## config.mk

```make
export PLATFORM = sky130hd
export DESIGN_NAME = hazard_forward_unit
export DESIGN_NICKNAME = d
export VERILOG_FILES = /design/src/rtl/hazard_pkg.sv /design/src/rtl/reg_addr_match.sv /design/src/rtl/hazard_forward_unit.sv
export SDC_FILE = /design/constraint.sdc
export NUM_CORES = 1
export LEC_CHECK = 0
export BUFFER_PORTS_ARGS = -buffer_cell sky130_fd_sc_hd__buf_2
export CORE_UTILIZATION = 30
export CTS_CLUSTER_SIZE = 30
export DETAILED_ROUTE_END_ITERATION = 6
export PLACE_DENSITY_LB_ADDON = 0.1
export SYNTH_ARGS = -nofsm -noshare
export SYNTH_HDL_FRONTEND = slang
export SYNTH_SLANG_ARGS = --single-unit
export TNS_END_PERCENT = 10
```

## constraint.sdc

```tcl
create_clock -name clk -period 2.8 [get_ports clk]
set_input_delay 0.28 -clock clk [delete_from_list [all_inputs] [get_ports clk]]
set_output_delay 0.28 -clock clk [all_outputs]
set_load 0.02 [all_outputs]
```

## src/rtl/hazard_pkg.sv

```systemverilog
// rtl/hazard_pkg.sv - shared types and constants for the hazard/forwarding unit
// Contents:
//   slot_t     packed in-flight slot record {valid, dst, we, is_load} at the default 5-bit width
//   XZR_ADDR   architectural zero register address (never matches)
//   fwd_none   select value meaning "read the register file"
package hazard_pkg;

    localparam int SLOT_ADDR_W = 5;
    localparam int XZR_ADDR    = 31;

    typedef struct packed {
        logic                   valid;
        logic [SLOT_ADDR_W-1:0] dst;
        logic                   we;
        logic                   is_load;
    } slot_t;

    function automatic int unsigned fwd_none();
        return 0;
    endfunction

endpackage

```

## src/rtl/reg_addr_match.sv

```systemverilog
// rtl/reg_addr_match.sv - register address comparator with enable and zero-register exclusion
// Ports:
//   a    in  ADDR_W  source register address
//   b    in  ADDR_W  tracked destination register address
//   en   in  1       comparison qualified (source used, slot valid and writing)
//   hit  out 1       en AND a==b AND a is not the zero register
module reg_addr_match
    import hazard_pkg::*;
#(
    parameter int ADDR_W   = 5,
    parameter int ZERO_REG = XZR_ADDR
) (
    input  logic [ADDR_W-1:0] a,
    input  logic [ADDR_W-1:0] b,
    input  logic              en,
    output logic              hit
);

    assign hit = en && (a == b) && (a != ADDR_W'(ZERO_REG));

endmodule

```

## src/rtl/hazard_forward_unit.sv

```systemverilog
// rtl/hazard_forward_unit.sv - in-flight destination tracker producing forwarding selects and load-use stall
// Ports:
//   clk          in  1                clock, rising edge
//   reset        in  1                asynchronous active-high reset
//   id_valid     in  1                decode holds a real instruction
//   id_src       in  NUM_SRC*ADDR_W   source addresses, source s at [s*ADDR_W +: ADDR_W]
//   id_src_used  in  NUM_SRC          source s is read
//   id_dst       in  ADDR_W           decode destination register
//   id_we        in  1                decode instruction writes id_dst
//   id_is_load   in  1                decode instruction is a load
//   flush        in  1                squash all tracked slots
//   fwd_sel      out NUM_SRC*SEL_W    0 = register file, k+1 = forward from slot k
//   stall        out 1                load-use hazard
//   stall_count  out 16               saturating stall counter (only with HAZ_STATS_EN)
// Optional feature macro: HAZ_STATS_EN
module hazard_forward_unit
    import hazard_pkg::*;
#(
    parameter  int ADDR_W   = 5,
    parameter  int NUM_SRC  = 2,
    parameter  int DEPTH    = 3,
    parameter  int ZERO_REG = XZR_ADDR,
    localparam int SEL_W    = $clog2(DEPTH + 1)
) (
    input  logic                      clk,
    input  logic                      reset,
    input  logic                      id_valid,
    input  logic [NUM_SRC*ADDR_W-1:0] id_src,
    input  logic [NUM_SRC-1:0]        id_src_used,
    input  logic [ADDR_W-1:0]         id_dst,
    input  logic                      id_we,
    input  logic                      id_is_load,
    input  logic                      flush,
    output logic [NUM_SRC*SEL_W-1:0]  fwd_sel,
    output logic                      stall
`ifdef HAZ_STATS_EN
    ,
    output logic [15:0]               stall_count
`endif
);

    // Same layout as hazard_pkg::slot_t, but sized by this instance's ADDR_W.
    typedef struct packed {
        logic              valid;
        logic [ADDR_W-1:0] dst;
        logic              we;
        logic              is_load;
    } slot_w_t;

    slot_w_t                    slot_q [DEPTH];
    logic [NUM_SRC*DEPTH-1:0]   hit;
    logic                       load_hit;

    for (genvar s = 0; s < NUM_SRC; s++) begin : g_src
        for (genvar k = 0; k < DEPTH; k++) begin : g_slot
            reg_addr_match #(
                .ADDR_W   (ADDR_W),
                .ZERO_REG (ZERO_REG)
            ) u_match (
                .a   (id_src[s*ADDR_W +: ADDR_W]),
                .b   (slot_q[k].dst),
                .en  (id_src_used[s] & slot_q[k].valid & slot_q[k].we),
                .hit (hit[s*DEPTH + k])
            );
        end
    end

    // Scan oldest to youngest so the youngest producer overwrites the select.
    always_comb begin
        fwd_sel = '0;
        for (int s = 0; s < NUM_SRC; s++) begin
            fwd_sel[s*SEL_W +: SEL_W] = SEL_W'(fwd_none());
            for (int k = DEPTH - 1; k >= 0; k--) begin
                if (hit[s*DEPTH + k]) begin
                    fwd_sel[s*SEL_W +: SEL_W] = SEL_W'(k + 1);
                end
            end
        end
    end

    always_comb begin
        load_hit = 1'b0;
        for (int s = 0; s < NUM_SRC; s++) begin
            load_hit = load_hit | hit[s*DEPTH];
        end
    end

    // Only a load still in slot 0 (EX) cannot forward in time; older loads forward normally.
    assign stall = id_valid & load_hit & slot_q[0].is_load;

    // The tracked pipeline always advances; stall only turns the new entry into a bubble.
    always_ff @(posedge clk or posedge reset) begin
        if (reset) begin
            for (int k = 0; k < DEPTH; k++) begin
                slot_q[k] <= '0;
            end
        end else if (flush) begin
            for (int k = 0; k < DEPTH; k++) begin
                slot_q[k] <= '0;
            end
        end else begin
            for (int k = DEPTH - 1; k > 0; k--) begin
                slot_q[k] <= slot_q[k-1];
            end
            if (id_valid && !stall) begin
                slot_q[0] <= '{valid: 1'b1, dst: id_dst, we: id_we, is_load: id_is_load};
            end else begin
                slot_q[0] <= '0;
            end
        end
    end

`ifdef HAZ_STATS_EN
    logic [15:0] stall_count_q;

    always_ff @(posedge clk or posedge reset) begin
        if (reset) begin
            stall_count_q <= '0;
        end else if (stall && (stall_count_q != 16'hFFFF)) begin
            stall_count_q <= stall_count_q + 16'd1;
        end
    end

    assign stall_count = stall_count_q;
`endif

endmodule

```

# --- After elaboration in Yosys (flattened, before gate mapping) ---
# Index checks and enable logic that the tools add are counted.
# Widths: inputs -> output; s select.
classes:
  add_sub_neg: 0
  n_mul: 0
  div: 0
  magnitude_cmp: 0
  n_eq_ne: 8
  shifts: 0
  mux: 8
  n_bitwise: 15
  n_reduce_logical: 14
op_table:
  columns: ["cell", "count"]
  rows:
  - ["$eq 5x5->1", 6]
  - ["$mux 24", 1]
  - ["$and 1x1->1", 14]
  - ["$logic_and 1x1->1", 13]
  - ["$mux 2", 6]
  - ["$ne 5x5->1 const B", 2]
  - ["$mux 8", 1]
  - ["$logic_not 1->1", 1]
  - ["$or 1x1->1", 1]
totals:
  reg_bits: 23
  latchBits: 0
  ramBits: 0
  rom_bits: 0
  inputBits: 23
  out_inout_bits: 5
  wordCells: 56
  n_memories: 0

# --- Depth between registers and ports, before layout ---
# Gate-level depths: netlist (run 1).
depth:
  word_depth: 11
  ltp_mapped: 5
  mapped_depth_nobuf: 5

# --- Hierarchy ---
# A second synthesis (run 1) with hierarchy kept.
unflattened:
  cells_unflattened: 138
  hier_area_um2: 1360.1
by_module_without_submodules:
  columns: ["mod", "instances", "cells_each", "area_per_inst_um2", "seq_area_each_um2"]
  rows:
  - ["hazard_forward_unit", 1, 72, 864.6, 550.5]
  - ["reg_addr_match", 6, 11, 82.6, 0.0]

# --- Worst setup path before layout (run 1) ---
# Ideal clock, no wire load.
synth_path:
  kind: "flip-flop to output port"
  start: "register slot_q[20] in the netlist's numbering"
  end: "output port stall"
  arrival_ns: 1.652
  required_time_ns: 2.520
  slack_ns: 0.868
  path_stages_with_launch: 6
  path_buffers: 0
  path_cell_list: "dfrtp_1 > xnor2_1 > nand4_1 > or4_4 > a21boi_4 > and2_1"
synth_between:
  elab_chain_cells: 6
  word_cells_on_any_way: 9
  cone_classes: "eq/ne: 2; bitwise: 3; reduce/logical: 4"
synth_lines:
  columns: ["element", "line_no", "source"]
  rows:
  - ["start: declaration", "hazard_forward_unit.sv:50", "slot_w_t slot_q [DEPTH];"]
  - ["start signal: indexed assignment", "hazard_forward_unit.sv:103", "slot_q[k] <= slot_q[k-1];"]
  - ["$eq 5x5->1", "reg_addr_match.sv:19", "assign hit = en && (a == b) && (a != ADDR_W'(ZERO_REG));"]
  - ["$logic_and 1x1->1 (2 in a row)", "reg_addr_match.sv:19", null]
  - ["$or 1x1->1 (*)", "hazard_forward_unit.sv:84", "load_hit = load_hit | hit[s*DEPTH];"]
  - ["$and 1x1->1 (*) (2 in a row)", "hazard_forward_unit.sv:89", "assign stall = id_valid & load_hit & slot_q[0].is_load;"]
  - ["end: declaration", "hazard_forward_unit.sv:35", "output logic stall"]
# Every way passes the cells marked *; elsewhere a longest branch is shown, timed or not.

# --- Worst setup path after layout (run 1) ---
layout_path:
  start: "register slot_q[19] in the netlist's numbering"
  end: "output port stall"
# Same word-level chain as after synthesis.

==> results.toml, run 1 <==
[place]
place.detailed.instances = 188
dpl_worst_slack_ns = 0.667
half_perimeter_wire_length_after_detailed_placement_mm = 1.99
gp_congestion = 0.789
port_buffers = 27

[critical_path]
cpMaxStageDelayCell = "or4_4"
timing.critical_path.to_type = "output pin"
cp_cell_sequence = "xnor2_1, nand4_1, or4_4, a21boi_4, and2_1, buf_2"
worstPathMaxFanout = 9
timing.critical_path.from_type = "flop"
critical_path_required_ns = 2.52
cp_data_arrival_time_ns = 2.10
slowest_delay_ns = 0.53
timing_worst_setup_path_type = "flop to output pin"

[timing]
worst_clock_skew_ns = 0.000745
timing.final.hold_violations = 0
fin_setup_tns_ns = 0
worstMarginPinSlew_ns = 0.828
max_clock_freq_ghz = 0.419
final.hold.worst_slack_ns = 0.178
minimum_clock_period_after_layout_ns = 2.38
slew_headroom = 0.447
slew_violations = 0
rsz0062_at_grt = "false"
finalCritPeriodShare = 0.851
final_critical_path_setup_slack_ns = 0.416
finalSetupViolCount = 0

[floorplanning]
floorplan.rows = 22
starting_density_of_the_core = 0.317
core-area_sq_um = 3690
floorplan.die.height_um = 64.4
pin_count = 28
die_x_um = 64.4
die-area_sq_um = 4150

[clock_tree]
clk_pin_slew_worst_paths_ns = 0.07
cts_htree_levels = 1
cts.root.buffer_cell = "clkbuf_8"
cts_sinks = 22
clock_insertion_delay_worst_skew_ns = 0.26
postCtsSetupRepairBufs = 0
clock_buffers_created_by_tritoncts = 3
cts.repair.resized = 0
cts-hold-fix-buffers = 0
clock_tree_from_tritoncts = "built"
clockBufferDepth = 2

[synthesis]
yosys.area.top_type_share = 0.471
postSynthCellCount = 115
synth_most_common_cell = "xnor2_1"
synthDistinctLibCells = 20
synth.net_count = 138
ffs_latches_synth = 22
ys.warnings.count = 0
netlist.top_cell.by_area = "dfrtp_1"
synth_top_cells_by_count = "xnor2_1, dfrtp_1, nor2b_1"
synth.top_cells.by_area = "dfrtp_1, xnor2_1, nor2b_1"
synth_area_per_cell_sq_um = 10.2
synthesized_area_sq_um = 1170
dominantRegCellSynth = "dfrtp_1"
synth_edf_count = 0
portion_of_the_post_synthesis_area_used_by_sequential_elements = 0.471
synth-async-reset-ratio = 1.00

[hold_path]
hold_path_class = "input port to async pin"

[pwr]
peakVddDrop_mv = 0.164
leakage_power_total_uw = 0.000612
powerDensity_nw_per_um2 = 431

[final_layout]
design.final.nets = 168
final_layout_size_suffix_gt1_frac = 0.231
post_layout_nonfiller_instances = 191
utilization = 0.379
antenna_cells = 0
registers.top_by_ff_count = "slot_q"
syn_to_final_growth_pct = 19.6
reg.largest.list = "slot_q (22)"
flip_flop_count_of_the_largest_register_after_layout = 22

[run]
max-cap-violations = 0

[grt]
grt_max_degree = 23
number_of_antenna_violations_at_the_first_check_in_global_routing = 0
grt_pass1_vias = 890
grtUsageTotal = 0.139
global_route_wire_length_before_repair_mm = 4.28
grt-ovfl-total = 0

[routing]
final_antenna_net_count = 0
first_pass_iters = 3
first_drt_iteration_drcs = 22
route.detailed.drc = 0
drt-total-wl_mm = 2.47
wl_per_cell_um = 12.9
vias_per_cell = 4.58
num_vias = 874

[status]
status = "finished, final reports clean"
[per-layer routing]
layer  up-vias  wire length [um]  track usage
met5         -                 0            0
met4         0                34       0.0417
met3         4               143       0.0335
met2        29              1110        0.218
met1       406              1170        0.188
li1        435                 -            -
[layout make-up]
cell class	count	area (sq um)
well taps	48	60.1
clock buffers	3	41.3
flip-flops and latches	22	551
multi-input cells	90	608
fillers	404	2290
inverters	1	3.75
repair buffers	27	135
[power by group]
part           switching, uW  total (uW)  internal (uW)
Sequential              7.72         334            327
Combinational           42.5        81.0           38.5
Clock                   91.1         187           95.8
[layout by cell type (no fill, tap or decap)]
cell type	instances
a21boi_4	1
o21ai_0	3
nand2_1	11
buf_2	27
or4_4	2
nor3_1	2
o21ai_1	1
nor2_1	7
or3_1	2
nand4_1	6
and2_1	1
inv_1	1
xnor2_1	26
dfrtp_1	22
xor2_1	4
clkbuf_8	3
nand3_1	4
or4_1	2
a21boi_0	2
nor2b_1	16
[critical path, delay by kind of cell, from the launching register on]
family / cells / cell delay [ns]
AND/OR/NAND/NOR: 3 / 0.81
flip-flops: 1 / 0.42
AO/OA/AOI/OAI: 1 / 0.28
XOR/XNOR: 1 / 0.18
buffers and inverters: 1 / 0.15
[cell families after synthesis]
| logic type | count (synthesis) | share of synthesized area |
|---|---|---|
| AO/OA/AOI/OAI | 7 | 0.0460 |
| XOR/XNOR | 30 | 0.225 |
| buffers and inverters | 3 | 0.00962 |
| flip-flops | 22 | 0.471 |
| AND/OR/NAND/NOR | 53 | 0.249 |
[worst paths after layout]
check	slack, ns	startpoint	cells past startpoint	end
max in group asynchronous	2.11	reset	2	slot_q[15]$_DFF_PP0_
worst min-delay path	0.18	reset	2	slot_q[14]$_DFF_PP0_
worst max-delay path	0.42	slot_q[19]$_DFF_PP0_	6	stall
worst max register to register	1.06	slot_q[19]$_DFF_PP0_	5	slot_q[17]$_DFF_PP0_
worst min register to register	0.50	slot_q[17]$_DFF_PP0_	1	slot_q[9]$_DFF_PP0_
min in group clk	0.22	id_is_load	3	slot_q[16]$_DFF_PP0_
[metrics by stage]
stage | cell area [sq um] | total power (uW)
finish | 1400 | 602
global route | 1400 | 637
CTS | 1400 | 614
detailed placement | 1360 | 423
global placement | 1360 | 423
floorplan | 1170 | 386
No activity file was read; power rests on OpenSTA's default activity.
==> run 2, diff against run 1 <==
--- a/config.mk
+++ b/config.mk
@@ -5,7 +5,9 @@
 export SDC_FILE = /design/constraint.sdc
 export NUM_CORES = 1
 export LEC_CHECK = 0
+export ABC_AREA = 1
 export BUFFER_PORTS_ARGS = -buffer_cell sky130_fd_sc_hd__buf_2
+export CORE_ASPECT_RATIO = 0.7
 export CORE_UTILIZATION = 30
 export CTS_CLUSTER_SIZE = 30
 export DETAILED_ROUTE_END_ITERATION = 6
==> constraint.sdc (replaced) <==
create_clock -name clk -period 3.1 [get_ports clk]
set_input_delay 0.31 -clock clk [delete_from_list [all_inputs] [get_ports clk]]
set_output_delay 0.31 -clock clk [all_outputs]
set_load 0.02 [all_outputs]
==> run 2 against run 1 <==
Critical path depth did not move. Global-route usage rose by 0.57 points. Non-clock buffer count did not move. Critical path type unchanged. Die area rose by 13%. Utilization rose by 0.75 points. Largest cell class unchanged. Combinational power rose by 3.7%. Sequential power fell by 9.6%. Clock skew rose by 0.0048 ns. Count of clock-buffer cells in the layout rose by 1.
==> results.toml, run 2 <==
[clock_tree]
clockBufferDepth = 2
cts_sinks = 22
clock_tree_from_tritoncts = "built"
clock_buffers_created_by_tritoncts = 3
clock_insertion_delay_worst_skew_ns = 0.26
cts.root.buffer_cell = "clkbuf_8"
cts.repair.resized = 0
clk_pin_slew_worst_paths_ns = 0.08
cts-hold-fix-buffers = 0
cts_htree_levels = 1
postCtsSetupRepairBufs = 0

[floorplanning]
pin_count = 28
die_x_um = 81.6
core-area_sq_um = 4090
starting_density_of_the_core = 0.325
die-area_sq_um = 4710
floorplan.rows = 19
floorplan.die.height_um = 57.7

[synthesis]
synth_most_common_cell = "nand2_1"
synth_top_cells_by_count = "nand2_1, inv_1, nor2_1"
synthDistinctLibCells = 19
synth-async-reset-ratio = 1.00
compound_gate_fraction_of_synth_area = 0.0169
yosys.area.top_type_share = 0.414
ys.warnings.count = 0
post_synth_fa_ha_maj_area_fraction = 0
dominant_combinational_cell_family_by_area_after_synthesis = "simple AND/OR/NAND/NOR gates"
ffs_latches_synth = 22
synthesized_area_sq_um = 1330
post_synthesis_xor_xnor_area_fraction = 0.132
synth.net_count = 206
synthSimpleGateAreaFrac = 0.325
synth_area_per_cell_sq_um = 7.27
netlist.top_cell.by_area = "dfrtp_1"
synth.area.mux_share = 0
synth.top_cells.by_area = "dfrtp_1, nand2_1, inv_1"
dominantRegCellSynth = "dfrtp_1"
synth_edf_count = 0
postSynthCellCount = 183
portion_of_the_post_synthesis_area_used_by_sequential_elements = 0.414

[timing]
slew_headroom = 0.408
fin_setup_tns_ns = 0
worstMarginPinSlew_ns = 0.887
minimum_clock_period_after_layout_ns = 1.92
max_clock_freq_ghz = 0.522
rsz0062_at_grt = "false"
final.hold.worst_slack_ns = 0.222
worst_clock_skew_ns = 0.00551
finalCritPeriodShare = 0.618
finalSetupViolCount = 0
timing.final.hold_violations = 0
slew_violations = 0

[grt]
grt_max_degree = 23
number_of_antenna_violations_at_the_first_check_in_global_routing = 0
grt-ovfl-total = 0
grt_pass1_vias = 1084
global_route_wire_length_before_repair_mm = 5.02
grtUsageTotal = 0.144

[place]
placedInstanceArea_sq_um = 1530
half_perimeter_wire_length_after_detailed_placement_mm = 2.42
gp_congestion = 0.831
port_buffers = 27

[critical_path]
critPathCapture = "fwd_sel[1]"
cpMaxStageDelayCell = "dfrtp_1"
timing.rr.end = "slot_q[17]$_DFF_PP0_"
cp_cell_sequence = "xnor2_1, nand2_1, nor3_1, nand2_1, a21boi_0, buf_2"
setup.reg_to_reg.worst_slack_ns = 1.75
worst_r2r_path_depth = 8
timing.critical_path.to_type = "output pin"
crit_top_cell = "nand2_1"
rr_startpoint = "slot_q[18]$_DFF_PP0_"
slowest_delay_ns = 0.41
crit_path_start = "slot_q[10]$_DFF_PP0_"
critPathTopFamily = "flip-flops"
timing.critical_path.from_type = "flop"
timing_worst_setup_path_type = "flop to output pin"
critical_path_required_ns = 2.79
cp_data_arrival_time_ns = 1.61
worstPathMaxFanout = 3
path_depth = 6
worstPathBufferInverterCount = 1

[run]
max-cap-violations = 0

[routing]
first_pass_iters = 4
wl_per_cell_um = 11.2
vias_per_cell = 4.23
route.detailed.drc = 0
drt-total-wl_mm = 2.98
final_antenna_net_count = 0
num_vias = 1121
first_drt_iteration_drcs = 31

[pwr]
sw_frac_of_total = 0.257
power_frac_seq = 0.509
combPwrFrac = 0.142
powerDensity_nw_per_um2 = 375
leakage_power_total_uw = 0.000889
peakVddDrop_mv = 0.220
power.share.clock = 0.349
cell_internal_pwr_uw = 440
switchingPower_uw = 153

[final_layout]
antenna_cells = 0
most-common-layout-cells = "nand2_1, inv_1, nor2_1, buf_2, dfrtp_1"
syn_to_final_growth_pct = 18.9
final_layout_size_suffix_gt1_frac = 0.221
flip_flop_count_of_the_largest_register_after_layout = 22
finished_cell_area_sq_um = 1580
design.final.nets = 237
mostFrequentLayoutCell = "nand2_1"
registers.top_by_ff_count = "slot_q"
reg.largest.list = "slot_q (22)"

[hold_path]
hold_path_class = "input port to async pin"

[status]
status = "finished, final reports clean"
run 2: kinds of logic (layout without fill, tap and decap cells):
kind of cell | after synthesis | count (layout)
and+or+nand+nor | 97 | 97
buffers and inverters | 40 | 70
AOI/OAI and AO/OA | 4 | 4
xor gates and xnor gates | 20 | 20
DFF | 22 | 22
run 2: how the worst min path moves through the flow:
stage,startpoint,to,slack [ns],cells after the start
after floorplan,reset,slot_q[10]$_DFF_PP0_,0.30,1
after global placement,slot_q[23]$_DFF_PP0_,slot_q[15]$_DFF_PP0_,0.49,2
after detailed placement,slot_q[9]$_DFF_PP0_,slot_q[1]$_DFF_PP0_,0.51,2
after CTS,id_is_load,slot_q[16]$_DFF_PP0_,0.25,3
after global routing,id_dst[1],slot_q[19]$_DFF_PP0_,0.25,3
final,reset,slot_q[15]$_DFF_PP0_,0.22,2
run 2: area by class of cell:
type	count	area [sq um]
flip-flops and latches	22	551
fillers	452	2510
repair buffers	27	135
well taps	52	65.1
inverters	39	146
multi-input cells	121	629
clock buffers	4	55.1
run 2: metrics by stage:
stage | cells | setup slack, ns | power, uW | util
2_1_floorplan | 183 | 1.48 | 355 | -
3_3_place_gp | 261 | 1.45 | 391 | 0.373
3_5_place_dp | 261 | 1.44 | 393 | 0.373
4_1_cts | 265 | 1.17 | 603 | 0.387
5_1_grt | 265 | 1.01 | 626 | 0.387
6_report | 265 | 1.18 | 593 | 0.387
run 2: power by group through the flow:
stage	Clock, uW	Combinational [uW]	Sequential (uW)
finish	207	84.0	302
global route	227	95.8	303
CTS	216	85.7	302
detailed placement	0	85.4	308
global placement	0	84.0	307
floorplan	0	49.5	306
run 2: layer usage:
metal	wire length, um	GRT usage	vias up
met4	31	0.0401	0
li1	-	-	593
met2	1230	0.206	33
met1	1520	0.210	491
met5	0	0	-
met3	197	0.0441	4
run 2: worst reg2reg max path, stage by stage (launching register included):
cell,delay (ns)
dfrtp_1,0.41
xnor2_1,0.17
nand2_1,0.11
nor2_1,0.12
nand2_2,0.10
nand2_2,0.09
nand2_4,0.06
nand2_4,0.13
nor2_2,0.05
==> run 3, diff against run 2 <==
==> constraint.sdc (replaced) <==
create_clock -name clk -period 1.8 [get_ports clk]
set_input_delay 0.18 -clock clk [delete_from_list [all_inputs] [get_ports clk]]
set_output_delay 0.18 -clock clk [all_outputs]
set_load 0.02 [all_outputs]
==> run 3 against run 2 <==
Non-clock buffer count grew 2. Global-route usage rose by 0.068 points. Combinational power is 77% higher. Via count rose by 1.1%. Register-to-register slack got worse by 1.3 ns. First-iteration DRC count rose by 45%. Wire length up 0.50%. Critical endpoint unchanged. Die area did not move. Final area increased by 0.71%. Hold slack worse by 0.093 ns. Clock power increased by 51%. Final cell count increased by 0.38%. Largest power group unchanged.
==> results.toml, run 3 (synthesis results as in run 2) <==
[floorplanning]
core-area_sq_um = 4090
pin_count = 28
die_x_um = 81.6
starting_density_of_the_core = 0.325
floorplan.rows = 19
floorplan.die.height_um = 57.7
die-area_sq_um = 4710

[routing]
route.detailed.drc = 0
final_antenna_net_count = 0
vias_per_cell = 4.26
first_pass_iters = 4
first_drt_iteration_drcs = 45
num_vias = 1133
wl_per_cell_um = 11.3
drt-total-wl_mm = 2.99

[place]
half_perimeter_wire_length_after_detailed_placement_mm = 2.42
gp_congestion = 0.770
dpl_worst_slack_ns = 0.350
port_buffers = 27

[timing]
worstMarginPinSlew_ns = 0.311
finalSetupViolCount = 0
rsz0062_at_grt = "true"
timing.final.hold_violations = 0
max_clock_freq_ghz = 0.593
slew_headroom = 0.793
slew_violations = 0
final_critical_path_setup_slack_ns = 0.113
minimum_clock_period_after_layout_ns = 1.69
worst_clock_skew_ns = 0.00118
finalCritPeriodShare = 0.937

[clock_tree]
cts_sinks = 22
postCtsSetupRepairBufs = 0
clock_insertion_delay_worst_skew_ns = 0.26
clockBufferDepth = 2
cts_htree_levels = 1
clk_pin_slew_worst_paths_ns = 0.08
cts.root.buffer_cell = "clkbuf_8"
clock_tree_from_tritoncts = "built"
clock_buffers_created_by_tritoncts = 3

[critical_path]
critical_path_required_ns = 1.62
timing.critical_path.from_type = "flop"
timing.critical_path.to_type = "output pin"
cp_cell_sequence = "xor2_1, nor2_1, nand4_1, a21boi_0, buf_2"
critPathTopFamily = "flip-flops"
worstPathMaxFanout = 3
cp_data_arrival_time_ns = 1.51
slowest_delay_ns = 0.41
worstPathBufferInverterCount = 1
cpMaxStageDelayCell = "dfrtp_1"
timing_worst_setup_path_type = "flop to output pin"

[final_layout]
registers.top_by_ff_count = "slot_q"
number_of_fillers_in_the_final_layout = 449
multi_input_comb_area_sq_um = 634
syn_to_final_growth_pct = 19.8
most-common-layout-cells = "nand2_1, inv_1, nor2_1, buf_2, dfrtp_1"
design.final.nets = 239
final_layout_size_suffix_gt1_frac = 0.224
utilization = 0.390
final-seq-area_sq_um = 551
mostFrequentLayoutCell = "nand2_1"
antenna_cells = 0
flip_flop_count_of_the_largest_register_after_layout = 22
reg.largest.list = "slot_q (22)"

[grt]
grtUsageTotal = 0.145
global_route_wire_length_before_repair_mm = 4.98
grt_pass1_vias = 1084
number_of_antenna_violations_at_the_first_check_in_global_routing = 0
grt-ovfl-total = 0
grt_max_degree = 23

[pwr]
peakVddDrop_mv = 0.357
powerDensity_nw_per_um2 = 615
leakage_power_total_uw = 0.000890

[hold_path]
hold_path_class = "input port to flop"

[status]
status = "finished, final reports clean"

[run]
max-cap-violations = 0
-- run 3: cell count changes in the layout (fill, tap and decap cells not counted), sizes merged --
cell	previous run	this run
buf	27	28
dlygate4sd3	0	1
clkbuf	4	3
-- run 3: repair_timing --
action	in CTS	in global routing
endpoints found under the setup margin	0	2
hold endpoints to repair	22	0
resized for setup	0	2
hold buffers	1	0
-- run 3: area by class of cell --
| class | count | area share |
|---|---|---|
| multi-input combinational | 121 | 0.398 |
| sequential | 22 | 0.346 |
| timing repair buffer | 29 | 0.0974 |
| inverter | 39 | 0.0919 |
| tap | 52 | 0.0408 |
| clock buffer | 3 | 0.0259 |
-- run 3: final timing paths --
kind	start	endpoint	slack (ns)	depth (start not counted)
setup / recovery	slot_q[2]$_DFF_PP0_	fwd_sel[1]	0.11	5
hold / removal	id_dst[0]	slot_q[18]$_DFF_PP0_	0.13	3
setup reg to reg	slot_q[22]$_DFF_PP0_	slot_q[20]$_DFF_PP0_	0.48	10
hold reg to reg	slot_q[17]$_DFF_PP0_	slot_q[9]$_DFF_PP0_	0.51	2
max in group asynchronous	reset	slot_q[13]$_DFF_PP0_	1.08	4
min in group asynchronous	reset	slot_q[19]$_DFF_PP0_	0.49	4
-- run 3: metal layers --
layer	share of wire	track usage
met5	0	0
met4	0.0057	0.0301
met3	0.045	0.0409
met2	0.42	0.220
met1	0.53	0.207
-- run 3: metrics by stage --
stage	hold slack [ns]	instance area (sq um)	total power (uW)	TNS (ns)	std cells
after global routing	0.129	1590	1040	-0.0488	266
after detailed placement	0.236	1530	678	0	262
final	0.130	1590	980	0	266
after global placement	0.237	1530	676	0	262
after floorplan	0.169	1330	612	0	183
after CTS	0.126	1590	993	0	266
-- run 3: worst reg2reg max path, cell delays in order, from the launching register on --
cell and delay, ns:
dfrtp_1 0.41, inv_1 0.08, nand2_1 0.05, nand2_1 0.05
nand2_1 0.05, nor2_1 0.12, nand3_2 0.10, nand2_2 0.11
nand2_4 0.05, nand2_4 0.13, nor2_2 0.05
-- run 3: power breakdown --
part | internal, uW | total [uW] | switching, uW
sequential | 508 | 519 | 11.3
clock | 150 | 312 | 162
combinational | 58.5 | 149 | 90.2
